### src/rtl/gpio_pkg.sv
// Constants shared by the GPIO register block and its input-conditioning stage.
package gpio_pkg;

  localparam logic [1:0] GPIO_MODE_HIZ = 2'b00;
  localparam logic [1:0] GPIO_MODE_OUT = 2'b01;
  localparam logic [1:0] GPIO_MODE_IN  = 2'b10;

  localparam int unsigned GPIO_MAX_PINS = 16;

  // True when a pin's 2-bit mode field selects input mode.
  function automatic logic gpio_is_input(input logic [1:0] mode);
    return mode == GPIO_MODE_IN;
  endfunction

endpackage

### src/rtl/gpio_debounce_bit.sv
// One pin: pad synchronizer, stability counter, accepted level and edge pulses.
module gpio_debounce_bit #(
  parameter int unsigned SYNC_STAGES     = 2,
  parameter int unsigned DEBOUNCE_CYCLES = 16,
  parameter int unsigned CNT_W           = $clog2(DEBOUNCE_CYCLES + 1)
) (
  input  logic clk,
  input  logic rst,
  input  logic pad,
  input  logic en,
  output logic level,
  output logic rise,
  output logic fall
);

  localparam logic [CNT_W-1:0] CNT_MAX = CNT_W'(DEBOUNCE_CYCLES - 1);

  logic [SYNC_STAGES-1:0] sync_q;
  logic                   sync;
  logic [CNT_W-1:0]       cnt_q, cnt_d;
  logic                   stable_q, stable_d;
  logic                   rise_d, fall_d;

  assign sync = sync_q[SYNC_STAGES-1];

  // Synchronizer runs every clock regardless of pin mode.
  always_ff @(posedge clk or posedge rst) begin
    if (rst) begin
      sync_q <= '0;
    end else begin
      sync_q <= {sync_q[SYNC_STAGES-2:0], pad};
    end
  end

  // Accept a new level only after it differs for DEBOUNCE_CYCLES sync cycles.
  always_comb begin
    cnt_d    = cnt_q;
    stable_d = stable_q;
    if (!en) begin
      cnt_d = '0;
    end else if (sync == stable_q) begin
      cnt_d = '0;
    end else if (cnt_q == CNT_MAX) begin
      stable_d = sync;
      cnt_d    = '0;
    end else begin
      cnt_d = cnt_q + CNT_W'(1);
    end
    rise_d = stable_d & ~stable_q;
    fall_d = ~stable_d & stable_q;
  end

  always_ff @(posedge clk or posedge rst) begin
    if (rst) begin
      cnt_q    <= '0;
      stable_q <= 1'b0;
      rise     <= 1'b0;
      fall     <= 1'b0;
    end else begin
      cnt_q    <= cnt_d;
      stable_q <= stable_d;
      rise     <= rise_d;
      fall     <= fall_d;
    end
  end

  assign level = stable_q;

endmodule

### src/rtl/gpio_in_debounce.sv
// GPIO input conditioning: per-pin debounce plus sticky, maskable edge interrupts.
module gpio_in_debounce
  import gpio_pkg::*;
#(
  parameter int unsigned NUM_PINS        = 2,
  parameter int unsigned SYNC_STAGES     = 2,
  parameter int unsigned DEBOUNCE_CYCLES = 16
) (
  input  logic                  clk,
  input  logic                  rst,
  input  logic [NUM_PINS-1:0]   pad_i,
  input  logic [2*NUM_PINS-1:0] mode_i,
  input  logic [NUM_PINS-1:0]   irq_en_i,
  input  logic [NUM_PINS-1:0]   irq_clr_i,
  output logic [NUM_PINS-1:0]   pin_o,
  output logic [NUM_PINS-1:0]   rise_o,
  output logic [NUM_PINS-1:0]   fall_o,
  output logic [NUM_PINS-1:0]   irq_pend_o,
  output logic                  irq_o
);

  localparam int unsigned CNT_W = $clog2(DEBOUNCE_CYCLES + 1);

  logic [NUM_PINS-1:0] filt_en;
  logic [NUM_PINS-1:0] pend_d;

  for (genvar k = 0; k < NUM_PINS; k++) begin : g_pin
    assign filt_en[k] = gpio_is_input(mode_i[2*k +: 2]);

    gpio_debounce_bit #(
      .SYNC_STAGES     (SYNC_STAGES),
      .DEBOUNCE_CYCLES (DEBOUNCE_CYCLES),
      .CNT_W           (CNT_W)
    ) u_bit (
      .clk   (clk),
      .rst   (rst),
      .pad   (pad_i[k]),
      .en    (filt_en[k]),
      .level (pin_o[k]),
      .rise  (rise_o[k]),
      .fall  (fall_o[k])
    );
  end

  // A new enabled edge outranks a clear arriving in the same cycle.
  always_comb begin
    pend_d = (irq_pend_o & ~irq_clr_i) | ((rise_o | fall_o) & irq_en_i);
  end

  always_ff @(posedge clk or posedge rst) begin
    if (rst) begin
      irq_pend_o <= '0;
    end else begin
      irq_pend_o <= pend_d;
    end
  end

  assign irq_o = |irq_pend_o;

endmodule

### config.mk
export PLATFORM = sky130hd
export DESIGN_NAME = gpio_in_debounce
export DESIGN_NICKNAME = d
export VERILOG_FILES = /design/src/rtl/gpio_pkg.sv /design/src/rtl/gpio_debounce_bit.sv /design/src/rtl/gpio_in_debounce.sv
export SDC_FILE = /design/constraint.sdc
export NUM_CORES = 1
export LEC_CHECK = 0
export CAP_MARGIN = 20
export CORE_UTILIZATION = 51
export CTS_CLUSTER_DIAMETER = 60
export DETAILED_ROUTE_END_ITERATION = 16
export GPL_ROUTABILITY_DRIVEN = 0
export GPL_TIMING_DRIVEN = 0
export PLACE_DENSITY_LB_ADDON = 0.1
export SYNTH_ARGS = -nofsm -noshare
export SYNTH_HDL_FRONTEND = slang
export SYNTH_SLANG_ARGS = --single-unit
### constraint.sdc
create_clock -name clk -period 3 [get_ports clk]
set_clock_uncertainty 0.2 [all_clocks]
set_input_delay 0.9 -clock clk [delete_from_list [all_inputs] [get_ports clk]]
set_output_delay 0.9 -clock clk [all_outputs]
set_load 0.005 [all_outputs]
==> results.md <==
- Outcome: complete, no violations
- FF-to-FF End: g_pin[0].u_bit.level$_DFF_PP0_
- Switching part of the total: 20.3%
- CP Data Required Time: 1900 ps
- Compound-Gate Fraction of Synth Area: ~3.4%
- Initial antenna violation count: 0
- Maxcap violations: 0
- CTS tree: built
- Hold buffers post-CTS: 0
- Worst hold slack: around 170 ps
- Setup Slack @ Placement: about 760 ps
- Tcrit/Tclk final: 81.7%
- CTS Buf Count: 3
- R2r setup slk: 1380 ps
- Die footprint: between 2000 and 2500 um2
- DRT Wirelength: approximately 1.5 mm
- Die width: 45.0 um
- Syn Inst Count: 80
- Hold Path Depth: 0
- Top-count cell post-synth: dfrtp_1
- Post-synth net total: 94
- Max-slew violation count: 0
- Netlist Area Pre-Place: between 900 and 1000 um2
- Seq pwr share: around two thirds
- Finished Cell Area: 1200 um2
- Max H-tree Level: 1
- Mux contribution to synthesized area: 3.18%
- GRT Overall Usage: 17.2%
- Largest area contributor in the netlist: dfrtp_1
- Worst Tran Pin Value: between 700 and 800 ps
- Synthesis Warnings: 0
- Final worst setup slack: 548 ps
- Worst skew pair latency: 300 ps
- Post-CTS Repair Setup Buffers: 0
- # setup viols final: 0
- Die height: 45.0 um
- Async set-reset flop share out of synthesis: between 90% and 100%
- Vias in the first global route: about 580
- Top cells by area, synth: dfrtp_1, buf_4, nor3b_1
- Final hold viol count: 0
- Initial Util: between 50% and 60%
- WL per Instance: 11.7 um
- Critical path fanouts, max: 5
- Worst slew margin: 47.6%
- Seq/Total Area, Yosys: 58.4%
- TritonRoute pass-1 iters: 3
- Largest family of logic cells by synthesized area: simple AND/OR/NAND/NOR gates
- Non-filler instance count after layout: 128
- Antenna Violating Nets Remaining: 0
- Worst vdd ir: 0.305 mV
- Distinct cells, synth: 19
- Hold Crit Endpoint: g_pin[0].u_bit.sync_q[1]$_DFF_PP0_
- RSZ-0062 raised after global routing: false
- First-pass GRT wire length: roughly 2.4 mm
- Avg Inst Size Synth: approximately 12 um2
- Buffers on Ports: 20
- Vias per cell: 4.92
- DR DRC count: 0
- Final setup TNS: 0 ps
- Post-synth EDFFs: 0
- Crit path DAT: 1350 ps
- Grt total ovfl: 0
- DP HPWL: 1.12 mm
- Tmin final: 2450 ps
- Post-synthesis simple-gate area fraction: 22.7%
- Clock group share of total power: 27.6%
- Worst-path clk slew: 110 ps
- Power density over the cells: 380 nW/um2
- Adder-cell area share of the yosys netlist: 2.65%
- Crit. End Element: output pin
- R2r worst-path depth: 4
- Seq cells post-synth: 22
- Comb pwr share: 5.6%
- Hold WC Path Type: reg2reg
- Startpoint Class: register
- Power Internal: approximately 360 uW
- Largest net degree at the start of global routing: 23
- Core box area: 1730 um2
- Top-area cell type share of the netlist area: 58.4%
- Antenna diode count: 0
- Cell Rows: 15
- RR Startpoint: g_pin[0].u_bit.cnt_q[0]$_DFF_PP0_
- Pwr Total: 456 uW
- Hold Path Origin: g_pin[0].u_bit.sync_q[0]$_DFF_PP0_
- Cts repair resizes: 0
- Clock root buffer: clkbuf_4
- Final Core Density: between 60% and 70%
- Pleak: 0.529 nW
- Clock Tree Buf Depth: 2
- Io pins: 21
- XOR/XNOR Fraction of Synth Area: 3.71%
- Area grow syn2layout: 26.9%
- Psw: 92.6 uW
- Top_reg_cell synth: dfrtp_1
- Path type of the worst setup path: reg2out
- Peak Freq: 0.408 GHz
- Via count: 630
- Final #Nets: 119
- Sink Count: 22
- DR iter-0 viols: 4
- Placed cells: 125
- Dpl cell area: roughly 1200 um2
- Commonest cells post-synth: dfrtp_1, nand2_1, buf_4, nor3b_1
- Fraction of layout cells with a size suffix above 1: 14.6%
==> layer usage <==
layer | vias up | global-route usage (%) | share of wire, %
li1 | 311 | - | -
met1 | 299 | 18.9 | 45
met2 | 16 | 29.3 | 47
met3 | 4 | 4.40 | 5.0
met4 | 0 | 10.9 | 2.5
met5 | - | 0 | 0
==> flip-flops by register name, indices dropped and copies added, names as in the netlist <==
name,count
g_pin.u_bit.fall,2
g_pin.u_bit.sync_q,4
irq_pend_o,2
g_pin.u_bit.cnt_q,10
g_pin.u_bit.level,2
g_pin.u_bit.rise,2
==> power by group through the flow <==
| stage | logic [mW] | clock network, mW | registers [mW] |
|---|---|---|---|
| 6_report | 0.0257 | 0.126 | 0.304 |
| 2_1_floorplan | 0.0103 | 0 | 0.309 |
| 3_3_place_gp | 0.0260 | 0 | 0.309 |
| 5_1_grt | 0.0288 | 0.142 | 0.305 |
| 3_5_place_dp | 0.0263 | 0 | 0.310 |
| 4_1_cts | 0.0264 | 0.130 | 0.304 |
==> cell type report <==
| type | count | area [um2] |
|---|---|---|
| Timing Repair Buffer | 20 | 200 |
| Fill cell | 148 | 529 |
| Sequential cell | 22 | 551 |
| Multi-Input combinational cell | 49 | 337 |
| Tap cell | 25 | 31.3 |
| Inverter | 3 | 11.3 |
| Buffer | 6 | 45.0 |
| Clock buffer | 3 | 22.5 |
==> worst max-delay path, stage by stage (launching register included) <==
cell	delay [ps]
dfrtp_1	440
buf_4	130
clkdlybuf4s50_1	480
==> cell usage in the layout, fill, tap and decap left out, drive strengths merged <==
cell | synthesis | final
a31oi | 2 | 2
and2b | 2 | 2
and4b | 2 | 2
buf | 6 | 6
clkbuf | 0 | 3
clkdlybuf4s50 | 0 | 20
dfrtp | 22 | 22
ha | 2 | 2
inv | 3 | 3
mux2 | 2 | 2
nand2 | 9 | 9
nand2b | 4 | 4
nand3 | 4 | 4
nand4b | 2 | 2
nor2 | 4 | 4
nor3 | 2 | 2
nor3b | 6 | 6
o21ai | 4 | 4
xnor2 | 2 | 2
xor2 | 2 | 2
==> how the worst max path moves through the flow <==
stage,start,to,slack (ps),cells past startpoint
global placement,mode_i[2],g_pin[1].u_bit.level$_DFF_PP0_,760,4
CTS,g_pin[0].u_bit.level$_DFF_PP0_,pin_o[0],540,2
detailed placement,mode_i[2],g_pin[1].u_bit.level$_DFF_PP0_,760,4
floorplan,mode_i[0],g_pin[0].u_bit.level$_DFF_PP0_,1230,3
global route,g_pin[1].u_bit.level$_DFF_PP0_,pin_o[1],490,2
finish,g_pin[1].u_bit.level$_DFF_PP0_,pin_o[1],550,2
==> cells by family (layout without fill, tap and decap cells) <==
logic type | count (synthesis) | in the layout
buffers and inverters | 9 | 32
AND/OR/NAND/NOR | 35 | 35
XOR/XNOR | 4 | 4
AO/OA/AOI/OAI | 6 | 6
flip-flops | 22 | 22
adder cells (fa/ha/maj) | 2 | 2
multiplexers | 2 | 2
Power figures use the tool's default switching activity.
